## config.mk

```make
export PLATFORM = sky130hd
export DESIGN_NAME = noc_proc_if
export DESIGN_NICKNAME = d
export VERILOG_FILES = /design/src/rtl/router_pkg.sv /design/src/rtl/ni_fifo.sv /design/src/rtl/noc_proc_if.sv
export SDC_FILE = /design/constraint.sdc
export NUM_CORES = 1
export LEC_CHECK = 0
export ABC_AREA = 1
export ABC_CLOCK_PERIOD_IN_PS = 3800
export CAP_MARGIN = 40
export CELL_PAD_IN_SITES_DETAIL_PLACEMENT = 2
export CELL_PAD_IN_SITES_GLOBAL_PLACEMENT = 2
export CORE_ASPECT_RATIO = 0.9
export CORE_MARGIN = 2
export CORE_UTILIZATION = 37
export CTS_BUF_LIST = sky130_fd_sc_hd__clkbuf_4 sky130_fd_sc_hd__clkbuf_8 sky130_fd_sc_hd__clkbuf_16
export CTS_CLUSTER_DIAMETER = 80
export DETAILED_ROUTE_END_ITERATION = 8
export HOLD_SLACK_MARGIN = 0.02
export PLACE_DENSITY_LB_ADDON = 0.1
export SYNTH_ARGS = -nofsm -noshare
export SYNTH_HDL_FRONTEND = slang
export SYNTH_HIERARCHICAL = 1
export SYNTH_SLANG_ARGS = --single-unit
export TNS_END_PERCENT = 1
```

## constraint.sdc

```tcl
create_clock -name clk -period 3.8 [get_ports clk]
set_input_delay 0.38 -clock clk [delete_from_list [all_inputs] [get_ports clk]]
set_output_delay 0.38 -clock clk [all_outputs]
set_load 0.005 [all_outputs]
```

## src/rtl/router_pkg.sv

```systemverilog
// Shared NoC definitions: flit field layout, flit helpers and the
// handshake FSM state encodings used by the processor network interface.
package router_pkg;

    localparam int FLIT_W    = 32;
    localparam int COORD_W   = 1;
    localparam int PAYLOAD_W = FLIT_W - 2 * COORD_W;

    // Field offsets: dst_x occupies the top bits, dst_y sits just below it.
    localparam int DST_X_LSB = FLIT_W - COORD_W;
    localparam int DST_Y_LSB = FLIT_W - 2 * COORD_W;

    typedef enum logic [1:0] {
        T_IDLE,
        T_REQ,
        T_REL
    } tx_state_t;

    typedef enum logic {
        R_WAIT,
        R_ACK
    } rx_state_t;

    function automatic logic [FLIT_W-1:0] make_flit(
        input logic [COORD_W-1:0]   dst_x,
        input logic [COORD_W-1:0]   dst_y,
        input logic [PAYLOAD_W-1:0] payload
    );
        return {dst_x, dst_y, payload};
    endfunction

    function automatic logic [COORD_W-1:0] flit_dst_x(input logic [FLIT_W-1:0] flit);
        return flit[DST_X_LSB +: COORD_W];
    endfunction

    function automatic logic [COORD_W-1:0] flit_dst_y(input logic [FLIT_W-1:0] flit);
        return flit[DST_Y_LSB +: COORD_W];
    endfunction

endpackage

```

## src/rtl/ni_fifo.sv

```systemverilog
// Synchronous FIFO for the network interface. The head entry is visible
// combinationally so a consumer can act on it in the cycle it appears;
// an empty FIFO presents zero on its read port.
module ni_fifo #(
    parameter int WIDTH = 32,
    parameter int DEPTH = 4
) (
    input  logic                       clk,
    input  logic                       srst,
    input  logic                       i_wr_en,
    input  logic [WIDTH-1:0]           i_wr_data,
    input  logic                       i_rd_en,
    output logic [WIDTH-1:0]           o_rd_data,
    output logic                       o_full,
    output logic                       o_empty,
    output logic [$clog2(DEPTH):0]     o_count
);

    localparam int AW = $clog2(DEPTH);
    localparam int CW = AW + 1;
    localparam logic [AW-1:0] PTR_ONE = 1;
    localparam logic [CW-1:0] CNT_ONE = 1;

    logic [WIDTH-1:0] mem [DEPTH];
    logic [AW-1:0]    r_wr_ptr;
    logic [AW-1:0]    r_rd_ptr;
    logic [CW-1:0]    r_count;
    logic             w_push;
    logic             w_pop;

    // Full/empty come from the registered count, so a pop in the same
    // cycle never frees room for a push into a full FIFO.
    assign o_full    = (r_count == CW'(DEPTH));
    assign o_empty   = (r_count == '0);
    assign o_count   = r_count;
    assign w_push    = i_wr_en & ~o_full;
    assign w_pop     = i_rd_en & ~o_empty;
    assign o_rd_data = o_empty ? '0 : mem[r_rd_ptr];

    // Storage array; contents need no reset because reads are gated by empty.
    always_ff @(posedge clk) begin
        if (w_push) begin
            mem[r_wr_ptr] <= i_wr_data;
        end
    end

    // Pointers wrap naturally (power-of-two depth); count tracks occupancy.
    always_ff @(posedge clk) begin
        if (srst) begin
            r_wr_ptr <= '0;
            r_rd_ptr <= '0;
            r_count  <= '0;
        end else begin
            if (w_push) begin
                r_wr_ptr <= r_wr_ptr + PTR_ONE;
            end
            if (w_pop) begin
                r_rd_ptr <= r_rd_ptr + PTR_ONE;
            end
            case ({w_push, w_pop})
                2'b10:   r_count <= r_count + CNT_ONE;
                2'b01:   r_count <= r_count - CNT_ONE;
                default: r_count <= r_count;
            endcase
        end
    end

endmodule

```

## src/rtl/noc_proc_if.sv

```systemverilog
// Processor-side network interface for one Corner_Router node: packs
// processor requests into flits and ships them over a 4-phase req/ack
// link, and buffers flits arriving from the router for the processor.
module noc_proc_if #(
    parameter int n        = 32,
    parameter int COORD_W  = 1,
    parameter int SRCX     = 0,
    parameter int SRCY     = 0,
    parameter int TX_DEPTH = 4,
    parameter int RX_DEPTH = 4
) (
    input  logic                   clk,
    input  logic                   rst,
    input  logic                   tx_valid,
    output logic                   tx_ready,
    input  logic [COORD_W-1:0]     tx_dst_x,
    input  logic [COORD_W-1:0]     tx_dst_y,
    input  logic [n-2*COORD_W-1:0] tx_payload,
    output logic                   rt_out_req,
    input  logic                   rt_out_ack,
    output logic [n-1:0]           rt_out_data,
    input  logic                   rt_in_req,
    output logic                   rt_in_ack,
    input  logic [n-1:0]           rt_in_data,
    output logic                   rx_valid,
    input  logic                   rx_ready,
    output logic [n-1:0]           rx_data,
    output logic [7:0]             misroute_cnt
);

    import router_pkg::tx_state_t;
    import router_pkg::rx_state_t;
    import router_pkg::T_IDLE;
    import router_pkg::T_REQ;
    import router_pkg::T_REL;
    import router_pkg::R_WAIT;
    import router_pkg::R_ACK;

    localparam int TX_CW = $clog2(TX_DEPTH) + 1;
    localparam int RX_CW = $clog2(RX_DEPTH) + 1;
    localparam logic [COORD_W-1:0] SRC_X_C = COORD_W'(SRCX);
    localparam logic [COORD_W-1:0] SRC_Y_C = COORD_W'(SRCY);

    // ------------------------------------------------------------------
    // Synchronizers for the two handshake inputs from the router.
    // Bit 0: rt_out_ack, bit 1: rt_in_req.
    // ------------------------------------------------------------------
    logic [1:0] w_async_in;
    logic [1:0] w_sync;
    logic       w_ack_sync;
    logic       w_req_sync;

    assign w_async_in = {rt_in_req, rt_out_ack};

    genvar gi;
    generate
        for (gi = 0; gi < 2; gi++) begin : g_sync
            logic r_meta;
            logic r_stable;
            // Two-flop chain; only r_stable is ever consumed.
            always_ff @(posedge clk) begin
                if (rst) begin
                    r_meta   <= 1'b0;
                    r_stable <= 1'b0;
                end else begin
                    r_meta   <= w_async_in[gi];
                    r_stable <= r_meta;
                end
            end
            assign w_sync[gi] = r_stable;
        end
    endgenerate

    assign w_ack_sync = w_sync[0];
    assign w_req_sync = w_sync[1];

    // ------------------------------------------------------------------
    // TX path
    // ------------------------------------------------------------------
    logic [n-1:0]     w_tx_flit;
    logic [n-1:0]     w_tx_head;
    logic             w_tx_full;
    logic             w_tx_empty;
    logic [TX_CW-1:0] w_tx_count;
    logic             w_tx_pop;
    logic             r_tx_avail;
    logic [n-1:0]     r_out_data;
    tx_state_t        r_tx_state;
    tx_state_t        w_tx_state_next;

    assign w_tx_flit = {tx_dst_x, tx_dst_y, tx_payload};
    assign tx_ready  = ~w_tx_full;

    ni_fifo #(
        .WIDTH (n),
        .DEPTH (TX_DEPTH)
    ) u_tx_fifo (
        .clk       (clk),
        .srst      (rst),
        .i_wr_en   (tx_valid),
        .i_wr_data (w_tx_flit),
        .i_rd_en   (w_tx_pop),
        .o_rd_data (w_tx_head),
        .o_full    (w_tx_full),
        .o_empty   (w_tx_empty),
        .o_count   (w_tx_count)
    );

    // Registered occupancy flag keeps FIFO status off the launch decision
    // path; it cannot go stale because a pop is always followed by a full
    // handshake before T_IDLE looks at it again.
    always_ff @(posedge clk) begin
        if (rst) begin
            r_tx_avail <= 1'b0;
        end else begin
            r_tx_avail <= (w_tx_count != '0);
        end
    end

    // TX state register.
    always_ff @(posedge clk) begin
        if (rst) begin
            r_tx_state <= T_IDLE;
        end else begin
            r_tx_state <= w_tx_state_next;
        end
    end

    // TX next-state logic: launch, wait for ack high, wait for ack low.
    always_comb begin
        w_tx_state_next = r_tx_state;
        case (r_tx_state)
            T_IDLE:  if (r_tx_avail) w_tx_state_next = T_REQ;
            T_REQ:   if (w_ack_sync) w_tx_state_next = T_REL;
            T_REL:   if (!w_ack_sync) w_tx_state_next = T_IDLE;
            default: w_tx_state_next = T_IDLE;
        endcase
    end

    // TX outputs decoded purely from state, so req has no input-to-output path.
    always_comb begin
        w_tx_pop   = (r_tx_state == T_IDLE) && r_tx_avail;
        rt_out_req = (r_tx_state == T_REQ);
    end

    // Output flit register: held from launch until the next launch.
    always_ff @(posedge clk) begin
        if (rst) begin
            r_out_data <= '0;
        end else if (w_tx_pop) begin
            r_out_data <= w_tx_head;
        end
    end

    assign rt_out_data = r_out_data;

    // ------------------------------------------------------------------
    // RX path
    // ------------------------------------------------------------------
    logic             w_rx_push;
    logic             w_rx_pop;
    logic             w_rx_full;
    logic             w_rx_empty;
    logic [RX_CW-1:0] w_rx_count;
    logic             w_rx_misroute;
    logic [7:0]       r_misroute_cnt;
    rx_state_t        r_rx_state;
    rx_state_t        w_rx_state_next;

    assign w_rx_pop = rx_ready & ~w_rx_empty;
    assign rx_valid = ~w_rx_empty;

    ni_fifo #(
        .WIDTH (n),
        .DEPTH (RX_DEPTH)
    ) u_rx_fifo (
        .clk       (clk),
        .srst      (rst),
        .i_wr_en   (w_rx_push),
        .i_wr_data (rt_in_data),
        .i_rd_en   (w_rx_pop),
        .o_rd_data (rx_data),
        .o_full    (w_rx_full),
        .o_empty   (w_rx_empty),
        .o_count   (w_rx_count)
    );

    // RX state register.
    always_ff @(posedge clk) begin
        if (rst) begin
            r_rx_state <= R_WAIT;
        end else begin
            r_rx_state <= w_rx_state_next;
        end
    end

    // RX next-state logic: accept only when there is room (backpressure).
    always_comb begin
        w_rx_state_next = r_rx_state;
        case (r_rx_state)
            R_WAIT:  if (w_req_sync && !w_rx_full) w_rx_state_next = R_ACK;
            R_ACK:   if (!w_req_sync) w_rx_state_next = R_WAIT;
            default: w_rx_state_next = R_WAIT;
        endcase
    end

    // RX outputs: push on the accepting transition, ack from state only.
    always_comb begin
        w_rx_push = (r_rx_state == R_WAIT) && w_req_sync && !w_rx_full;
        rt_in_ack = (r_rx_state == R_ACK);
    end

    assign w_rx_misroute = (rt_in_data[n-1 -: COORD_W] != SRC_X_C) ||
                           (rt_in_data[n-1-COORD_W -: COORD_W] != SRC_Y_C);

    // Saturating count of flits that arrived here but were addressed elsewhere.
    always_ff @(posedge clk) begin
        if (rst) begin
            r_misroute_cnt <= 8'd0;
        end else if (w_rx_push && w_rx_misroute && (r_misroute_cnt != 8'hFF)) begin
            r_misroute_cnt <= r_misroute_cnt + 8'd1;
        end
    end

    assign misroute_cnt = r_misroute_cnt;

    // Status outputs this block has no use for.
    logic w_unused_status;
    assign w_unused_status = w_tx_empty ^ (^w_rx_count);

endmodule

```

======== Word level (Yosys, flattened, before mapping) ========
Memories as Yosys holds them, arrays and structs flattened. A register that Yosys moved wholly into a read port is not among the register bits.
Index checks and enable logic that the tools add are counted.
storage, ports and cells
  register bits ........................... 62
  latch bits .............................. 0
  bits in writable memories ............... 256
  ROM bits ................................ 0
  bits of input ports ..................... 70
  output and inout port bits .............. 76
  logic and storage cells ................. 82
  memories ................................ 2
memories
  name           words  bits a word  read ports  clocked after Yosys merged registers in  wr ports  line           RTL
  u_rx_fifo.mem  4      32           1           1                                        1         ni_fifo.sv:24  logic [WIDTH-1:0] mem [DEPTH];
  u_tx_fifo.mem  4      32           1           1                                        1         ni_fifo.sv:24
operators by class
  $add $sub $neg .......................... 9
  multipliers ............................. 0
  divide/modulo/power cells ............... 0
  $lt $le $gt $ge ......................... 0
  equal/unequal tests ..................... 12
  shift operators ......................... 0
  muxes and demuxes ....................... 19
  bitwise operators ....................... 10
  reductions and logical operators ........ 15
operators by type and width
  cell                                                 number
  two-way mux 32 bit                                   2
  two-way mux 2 bit                                    7
  one-hot mux 3 bit (2 select lines)                   2
  adder 2 x 1 -> 2 bit, second input constant          4
  adder 8 x 1 -> 8 bit, second input constant          1
  != test 8 bit, second input constant                 1
  adder 3 x 1 -> 3 bit, second input constant          2
  equality test 2 x 1 -> 1 bit, second input constant  3
  equality test 2 bit, second input constant           3
  equality test 3 bit, second input constant           2
  logical AND 1 bit                                    6
  zero test 3 bit                                      2
  two-way mux 1 bit                                    6
  one-hot mux 2 bit (3 select lines)                   1
  subtractor 3 x 1 -> 3 bit, second input constant     2
  bitwise AND 1 bit                                    5
  inverter 1 bit                                       5
  != test 2 bit, second input constant                 2
  nonzero test 2 bit                                   2
  AND reduction 3 bit                                  1
  nonzero test 3 bit                                   1
  zero test 2 bit                                      1
  != test 2 x 1 -> 1 bit, second input constant        1
  one-hot mux 1 bit (2 select lines)                   1
  2 further kinds                                      2

======== Longest topological paths before layout ========
Gate-level depths: netlist of the first run.
  depth in word-level cells ............... 6
  depth in mapped cells ................... 16
  depth with buffers taken out ............ 16

======== By module ========
Netlist of the first run, hierarchy kept.
modules (own cells, without submodules)
  module               times used  cells each  area each (um2)  sequential area each (um2)
  ni_fifo (u_rx_fifo)  1           447         5494.0           4023.9
  ni_fifo (u_tx_fifo)  1           447         5489.0           4023.9
  noc_proc_if          1           253         1881.8           960.9

======== Least setup slack after synthesis of the first run ========
OpenSTA, ideal clock, no wires.
  kind .................................... register to register
  from .................................... reg u_rx_fifo.r_count[1] (netlist: u_rx_fifo/o_count[1])
  to ...................................... mem u_rx_fifo.mem[0][0] (enable)
  setup time .............................. 421 ps
  data arrival time ....................... 2282 ps
  data required time ...................... 3379 ps
  slack ................................... 1097 ps
  cell stages (with the launch flop) ...... 9
  path buffers ............................ 0
  period minus slack after synthesis ...... 2703 ps
  cell sequence ........................... dfxtp_1 > nor2_1 > nand2_1 > inv_1 > inv_1 > nand3_2 > inv_1 > nand2_1 > nor2_1
on the way
  longest elaborated chain between the ends .. 6
  elaborated cells between the ends (all ways) .. 7
  classes of those cells .................. eq/ne (1); mux (2); bitwise (2); reduce/logical (2)
RTL lines
  element                                  line                RTL
  start, declared                          ni_fifo.sv:27       logic [CW-1:0] r_count;
  start signal, assigned                   ni_fifo.sv:61       2'b10: r_count <= r_count + CNT_ONE;
  start signal, assigned                   ni_fifo.sv:62       2'b01: r_count <= r_count - CNT_ONE;
  start signal, assigned                   ni_fifo.sv:63       default: r_count <= r_count;
  equality test 3 bit                      ni_fifo.sv:33       assign o_full = (r_count == CW'(DEPTH));
  net w_rx_full                            noc_proc_if.sv:162  logic w_rx_full;
  zero test 1 bit                          noc_proc_if.sv:209  w_rx_push = (r_rx_state == R_WAIT) && w_req_sync && !w_rx_full;
  logical AND 1 bit                        noc_proc_if.sv:209
  net w_rx_push                            noc_proc_if.sv:160  logic w_rx_push;
  bitwise AND 1 bit                        ni_fifo.sv:36       assign w_push = i_wr_en & ~o_full;
  two-way mux 1 bit                        ni_fifo.sv:42       if (w_push) begin
  two-way mux 1 bit (not written as such)  ni_fifo.sv:43       mem[r_wr_ptr] <= i_wr_data;
  end, declared                            ni_fifo.sv:24
The timed path passes the listed nets, and every way through them passes these cells.

======== Final worst setup path of the first run ========
  from .................................... reg u_rx_fifo.r_count[1] (netlist: u_rx_fifo/o_count[1])
  to ...................................... out rx_data[4]
on the way
  longest elaborated chain between the ends .. 2
RTL lines
  element             line                RTL
  zero test 3 bit     ni_fifo.sv:34       assign o_empty = (r_count == '0);
  net w_rx_empty      noc_proc_if.sv:163  logic w_rx_empty;
  two-way mux 32 bit  ni_fifo.sv:38       assign o_rd_data = o_empty ? '0 : mem[r_rd_ptr];
  end, declared       noc_proc_if.sv:27   output logic [n-1:0] rx_data,
The timed path passes the listed nets, and every way through them passes these cells.

==> metrics.md, run 1 <==
| Metric | Value |
|---|---|
| Top cell types by occurrence after synthesis | `359 x nor2_1, 256 x edfxtp_1, 90 x o21ai_1, 75 x o21ai_0, 66 x dfxtp_1` |
| Crit. End Element | `primary output` |
| Crit path DAT | `2620 ps` |
| FF+latch count, synth | `322` |
| Async SR Flop Fraction | `0` |
| Worst-path maximum fanout | `21` |
| Most frequent cell after synthesis | `nor2_1` |
| Slew @ Worst Pin | `782 ps` |
| # rows | `64` |
| Max-Cap Viols | `0` |
| Leakage | `5.55 nW` |
| Core area | `0.0341 sq mm` |
| Pwr/cell area | `557 mW/mm^2` |
| Setup WS pre-CTS | `1150 ps` |
| Detailed placer's ending HPWL | `21400 um` |
| RSZ-0062 raised after global routing | `no` |
| Routed Antenna Nets | `0` |
| Setup TNS | `0 ps` |
| VDD IR-drop max | `0.000374 V` |
| Post-Syn Area | `0.0129 sq mm` |
| Final Skew | `14.1 ps` |
| Final min period | `3000 ps` |
| Outcome | `finished, final reports clean` |
| First-pass GRT wire length | `55100 um` |
| Num CTS Buffers | `36` |
| Startpoint class of the critical path | `flip-flop` |
| Synth top area share | `0.598` |
| Primary FF master, synth | `edfxtp_1` |
| Share of cells above drive strength 1 | `0.0954` |
| Clock Sinks | `322` |
| Post-CTS setup buffer count | `0` |
| Grt ovf | `0` |
| Initial antenna violation count | `1` |
| Mean Syn Cell Area | `11.2 sq um` |
| Layout area overhead | `23.1%` |
| Worst hold stages | `3` |
| DR vias | `8930` |
| Iteration-0 DRC Markers | `310` |
| Placer Congestion | `0.705` |
| Hold Crit Class | `in2reg` |
| Post-synth cell types | `26` |
| Via density | `5.01` |
| CTS Buffer Depth | `3` |
| Routed WL per cell | `19.8 um` |
| Final hold vios | `0` |
| CTS H-tree depth | `2` |
| First drt pass iteration count | `5` |
| Fmax | `333 MHz` |
| Die height | `181 um` |
| Largest net degree at the start of global routing | `65` |
| Max Slew Vio Count | `0` |
| Top cells by area, synth | `edfxtp_1 60%, nor2_1 10%, dfxtp_1 10%` |
| Multi-input gate area | `0.00327 sq mm` |
| Reg2Reg Depth | `15` |
| Sequential area share after synthesis | `0.700` |
| Final setup vio count | `0` |
| CTS root buf | `clkbuf_16` |
| Crit Path Class | `reg2out` |
| Final net count | `1379` |
| CTS tree | `built` |
| I/O Buffers | `145` |
| Clock Latency Late Sink | `510 ps` |
| Cells after synthesis | `1147` |
| Die width | `201 um` |
| Hold buffers post-CTS | `0` |
| Number of global-route vias before repair | `9729` |
| ANT cells | `0` |
| Slew margin rel. | `0.479` |
| Post-route worst setup slack | `798 ps` |
| Final WL | `35300 um` |
| Worst Path Required | `3420 ps` |
| Total global-route track usage | `0.195` |
| Post-synth EDFFs | `256` |
| I/O pin cnt | `146` |
| Crit share post-route | `0.790` |
| Die ar. | `0.0363 sq mm` |
| Yosys warning count | `6` |
| Clock-pin transition on the worst setup and hold timing paths | `60 ps` |
| Post-CTS sizing | `0` |
| FILL cells | `3495` |
| DRC | `0` |
| Register area | `0.00901 sq mm` |
| Initial Utilization | `0.377` |
| Largest area contributor in the netlist | `edfxtp_1` |
| Synth Net Count | `1230` |
-- metrics by stage --
stage	util	hold slack [ps]	total power, mW	std cells	area (sq um)
CTS	0.464	376	8.96	1783	15800
finish	0.464	394	8.82	1783	15800
global placement	0.431	391	5.60	1718	14700
global route	0.464	391	9.25	1783	15800
detailed placement	0.432	400	5.71	1720	14700
floorplan	-	388	4.99	1147	12900
-- final cells by class --
class                      count  share of cell area
sequential                   322               0.569
multi-input combinational    705               0.207
timing repair buffer         168               0.104
clock buffer                  48              0.0626
tap                          462              0.0365
inverter                      63              0.0149
clock inverter                15             0.00616
-- critical path, stage by stage (launching register included) --
cell and delay, ps:
dfxtp_1 330, nor2_1 150, nand2_1 120, inv_1 450, buf_4 450, a21oi_1 140
clkdlybuf4s50_1 470
-- per-layer routing --
layer | share of wire | track usage | routed length [um]
met2 | 0.51 | 0.346 | 17900
met1 | 0.44 | 0.252 | 15700
met4 | 0.012 | 0.0412 | 434
met5 | 0.00037 | 0 | 13
met3 | 0.035 | 0.0301 | 1240
-- flip-flops by register name, summed over array words and instances (netlist names), named ones only --
register and count:
g_sync.r_meta 2, g_sync.r_stable 2, misroute_cnt 8, r_tx_avail 1, r_tx_state 2, rt_in_ack 1
rt_out_data 32, u_rx_fifo/mem 128, u_rx_fifo/o_count 3, u_rx_fifo/r_rd_ptr 2, u_rx_fifo/r_wr_ptr 2, u_tx_fifo/mem 128
u_tx_fifo/o_count 3, u_tx_fifo/r_rd_ptr 2, u_tx_fifo/r_wr_ptr 2
-- path summary, 6_finish.rpt --
path	start	slack (ps)	endpoint
max	u_rx_fifo/o_count[1]	800	rx_data[4]
min	rt_in_req	390	g_sync[1].r_meta
max reg2reg	u_rx_fifo/o_count[1]	1330	u_rx_fifo/o_count[2]
min reg2reg	g_sync[1].r_meta	400	g_sync[1].r_stable
-- cell families (layout without fill, tap and decap cells) --
logic type | count (synthesis) | in the layout | share of synthesized area
flops | 322 | 322 | 0.700
fa+ha+maj | 13 | 13 | 0.0138
compound gates | 246 | 246 | 0.102
xor+xnor | 1 | 1 | 0.000681
simple gates | 445 | 445 | 0.136
buf+inv | 120 | 294 | 0.0471
-- layout by cell type (no fill, tap or decap), types with 3 or more instances in the layout --
master / instances
nand2_1: 57
clkdlybuf4s50_1: 145
inv_1: 58
clkbuf_4: 12
nor3_1: 3
clkinv_1: 5
nor2_2: 8
nand3_1: 17
a21oi_2: 22
buf_4: 21
nor2_4: 3
a21oi_1: 59
dfxtp_1: 64
clkbuf_16: 36
edfxtp_1: 256
inv_2: 4
nor2_1: 351
o21ai_0: 75
clkinv_2: 5
o21ai_1: 90
ha_1: 11
-- power breakdown --
| group | leakage (nW) | total (mW) | switching [mW] | internal (mW) |
|---|---|---|---|---|
| clock network | 0.545 | 3.21 | 1.37 | 1.85 |
| logic | 2.13 | 1.46 | 0.880 | 0.584 |
| registers | 2.87 | 4.14 | 0.102 | 4.04 |
Power figures use the tool's default switching activity.
==> run 2, diff against run 1 <==
Settings changed: ABC_CLOCK_PERIOD_IN_PS 3800 to 3100.
Clock period 3.8 ns to 3.1 ns, I/O delays scaled along.
==> run 2 against run 1 <==
Critical path depth decreased by 1. Clock skew increased by 11 ps. Worst hold slack got worse by 66 ps. Register-to-register slack got worse by 530 ps. Sequential power increased by 22%. Setup slack got worse by 450 ps. Sequential share of layout area decreased by 0.48 points. First-iteration DRC count increased by 41%. Clock power increased by 35%. Core utilization increased by 0.39 points. Critical path type unchanged. Cell area increased by 0.85%.
==> metrics.md, run 2 (synthesis results as in run 1) <==
| Metric | Value |
|---|---|
| Worst Hold Launch | `rt_out_ack (was rt_in_req)` |
| Core area | `0.0341 sq mm (unchanged)` |
| Die height | `181 um (unchanged)` |
| DR vias | `8940 (was 8930)` |
| Max-Cap Viols | `0 (unchanged)` |
| Share of cells above drive strength 1 | `0.0966 (was 0.0954)` |
| VDD IR-drop max | `0.000619 V (was 0.000374 V)` |
| Crit. End Element | `primary output (unchanged)` |
| Slew margin rel. | `0.454 (was 0.479)` |
| Delay of the slowest critical-path stage | `550 ps (was 470 ps)` |
| Die ar. | `0.0363 sq mm (unchanged)` |
| CTS tree | `built (unchanged)` |
| Total global-route track usage | `0.202 (was 0.195)` |
| Outcome | `finished, final reports clean (unchanged)` |
| Buf/Inv on CP | `3 (unchanged)` |
| Worst Path Required | `2790 ps (was 3420 ps)` |
| Number of global-route vias before repair | `10.2k (was 9729)` |
| I/O pin cnt | `146 (unchanged)` |
| Final Skew | `24.8 ps (was 14.1 ps)` |
| Grt ovf | `0 (unchanged)` |
| Fmax | `363 MHz` |
| Clock-pin transition on the worst setup and hold timing paths | `60 ps (about the same)` |
| Largest net degree at the start of global routing | `65 (unchanged)` |
| Startpoint class of the critical path | `flip-flop (unchanged)` |
| Dpl cell area | `0.0147 sq mm (about the same)` |
| Register area | `0.00901 sq mm (unchanged)` |
| Final hold vios | `0 (unchanged)` |
| Via density | `5.00 (was 5.01)` |
| Detailed placer's ending HPWL | `21900 um (was 21400 um)` |
| Post-CTS sizing | `0 (unchanged)` |
| Crit Path Class | `reg2out (unchanged)` |
| Final WL | `36100 um (was 35300 um)` |
| Initial antenna violation count | `1 (unchanged)` |
| CTS Buffer Depth | `3 (unchanged)` |
| Crit-path cells | `inv_2, buf_4, o21ai_1, a21oi_1, clkdlybuf4s50_1 (was nor2_1, nand2_1, inv_1, buf_4, a21oi_1, clkdlybuf4s50_1)` |
| Leakage | `5.62 nW (was 5.55 nW)` |
| Worst Hold Path EP | `g_sync[0].r_meta (was g_sync[1].r_meta)` |
| Final min period | `2750 ps` |
| CTS H-tree depth | `2 (unchanged)` |
| Max Slew Vio Count | `0 (unchanged)` |
| Most common cell after layout, fill and taps aside | `nor2_1 (unchanged)` |
| CP top delay family | `buffers and inverters (unchanged)` |
| Post-CTS setup buffer count | `0 (unchanged)` |
| Worst hold stages | `3 (unchanged)` |
| Worst flop-to-flop path endpoint | `u_rx_fifo/o_count[2] (unchanged)` |
| Crit path DAT | `2440 ps (was 2620 ps)` |
| Hold Crit Class | `in2reg (unchanged)` |
| Final setup vio count | `0 (unchanged)` |
| Num CTS Buffers | `36 (unchanged)` |
| Worst-path maximum fanout | `22 (was 21)` |
| Iteration-0 DRC Markers | `438 (was 310)` |
| Slew @ Worst Pin | `818 ps (was 782 ps)` |
| Most frequent cells in the layout | `351 x nor2_1, 256 x edfxtp_1, 145 x clkdlybuf4s50_1 (unchanged)` |
| First drt pass iteration count | `4 (was 5)` |
| FILL cells | `3517 (was 3495)` |
| Hold buffers post-CTS | `0 (unchanged)` |
| CTS root buf | `clkbuf_16 (unchanged)` |
| First-pass GRT wire length | `57500 um (was 55100 um)` |
| Clock Sinks | `322 (unchanged)` |
| Slowest cell on crit path | `clkdlybuf4s50_1 (unchanged)` |
| Die width | `201 um (unchanged)` |
| Clock Latency Late Sink | `520 ps (was 510 ps)` |
| Routed Antenna Nets | `0 (unchanged)` |
| Final instance area | `0.0160 sq mm (was 0.0158 sq mm)` |
| I/O Buffers | `145 (unchanged)` |
| Multi-input gate area | `0.00327 sq mm (unchanged)` |
| Placer Congestion | `0.702 (was 0.705)` |
| Layout area overhead | `24.1% (was 23.1%)` |
| RSZ-0062 raised after global routing | `no (unchanged)` |
| Setup TNS | `0 ps (unchanged)` |
| Worst flop-to-flop path startpoint | `u_rx_fifo/o_count[1] (unchanged)` |
| Reg2Reg Depth | `16 (was 15)` |
| R2R Setup Slk | `800 ps (was 1330 ps)` |
| Final net count | `1381 (was 1379)` |
| Initial Utilization | `0.377 (unchanged)` |
| Pwr/cell area | `700 mW/mm^2 (was 557 mW/mm^2)` |
| DRC | `0 (unchanged)` |
| Crit share post-route | `0.888` |
| Routed WL per cell | `20.2 um (was 19.8 um)` |
| # rows | `64 (unchanged)` |
## run 2: tightest hold or removal path: cells and delay by family
kind	cells	cell delay [ps]
buf+inv	2	440
simple gates	1	30
## run 2: stage by stage
stage               utilization  setup slack, ps  hold slack [ps]  instances  power (mW)
finish                    0.468              346              328       1788        11.2
CTS                       0.468              313              307       1787        11.3
global placement          0.432              851              392       1722        6.88
floorplan                     -              397              379       1147        6.11
detailed placement        0.432              779              404       1722        6.97
global route              0.468              192              332       1787        11.7
## run 2: power by group
part | leakage [nW] | switching (mW) | internal, mW | total (mW)
sequential | 2.87 | 0.124 | 4.95 | 5.07
clock | 0.608 | 1.71 | 2.61 | 4.32
combinational | 2.14 | 1.09 | 0.694 | 1.79
total | 5.62 | 2.92 | 8.25 | 11.2
## run 2: routing by layer
metal  part of all wire  GRT usage  vias to the layer above
met3              0.035     0.0276                       42
met5            0.00044          0                        -
met2               0.51      0.365                      141
met4              0.013     0.0424                        2
li1                   -          -                     4202
met1               0.44      0.259                     4553
## run 2: area by class of cell
cell class | instances | share of cell area
Antenna cell | 1 | 0.000157
Clock buffer | 49 | 0.0674
Inverter | 63 | 0.0148
Sequential cell | 322 | 0.564
Multi-Input combinational cell | 705 | 0.205
Timing Repair Buffer | 170 | 0.103
Tap cell | 462 | 0.0362
Clock inverter | 16 | 0.00885
## run 2: worst max path at each step
stage                           end  cells past startpoint  slack [ps]                  from
2_1_floorplan   u_rx_fifo/mem[0][0]                      8         400  u_rx_fifo/o_count[1]
3_3_place_gp   u_rx_fifo/o_count[2]                     14         850              rx_ready
3_5_place_dp   u_rx_fifo/o_count[2]                     14         780              rx_ready
4_1_cts                 rx_data[29]                      5         310             flip-flop
5_1_grt                 rx_data[24]                      5         190             flip-flop
6_report                 rx_data[9]                      5         350             flip-flop
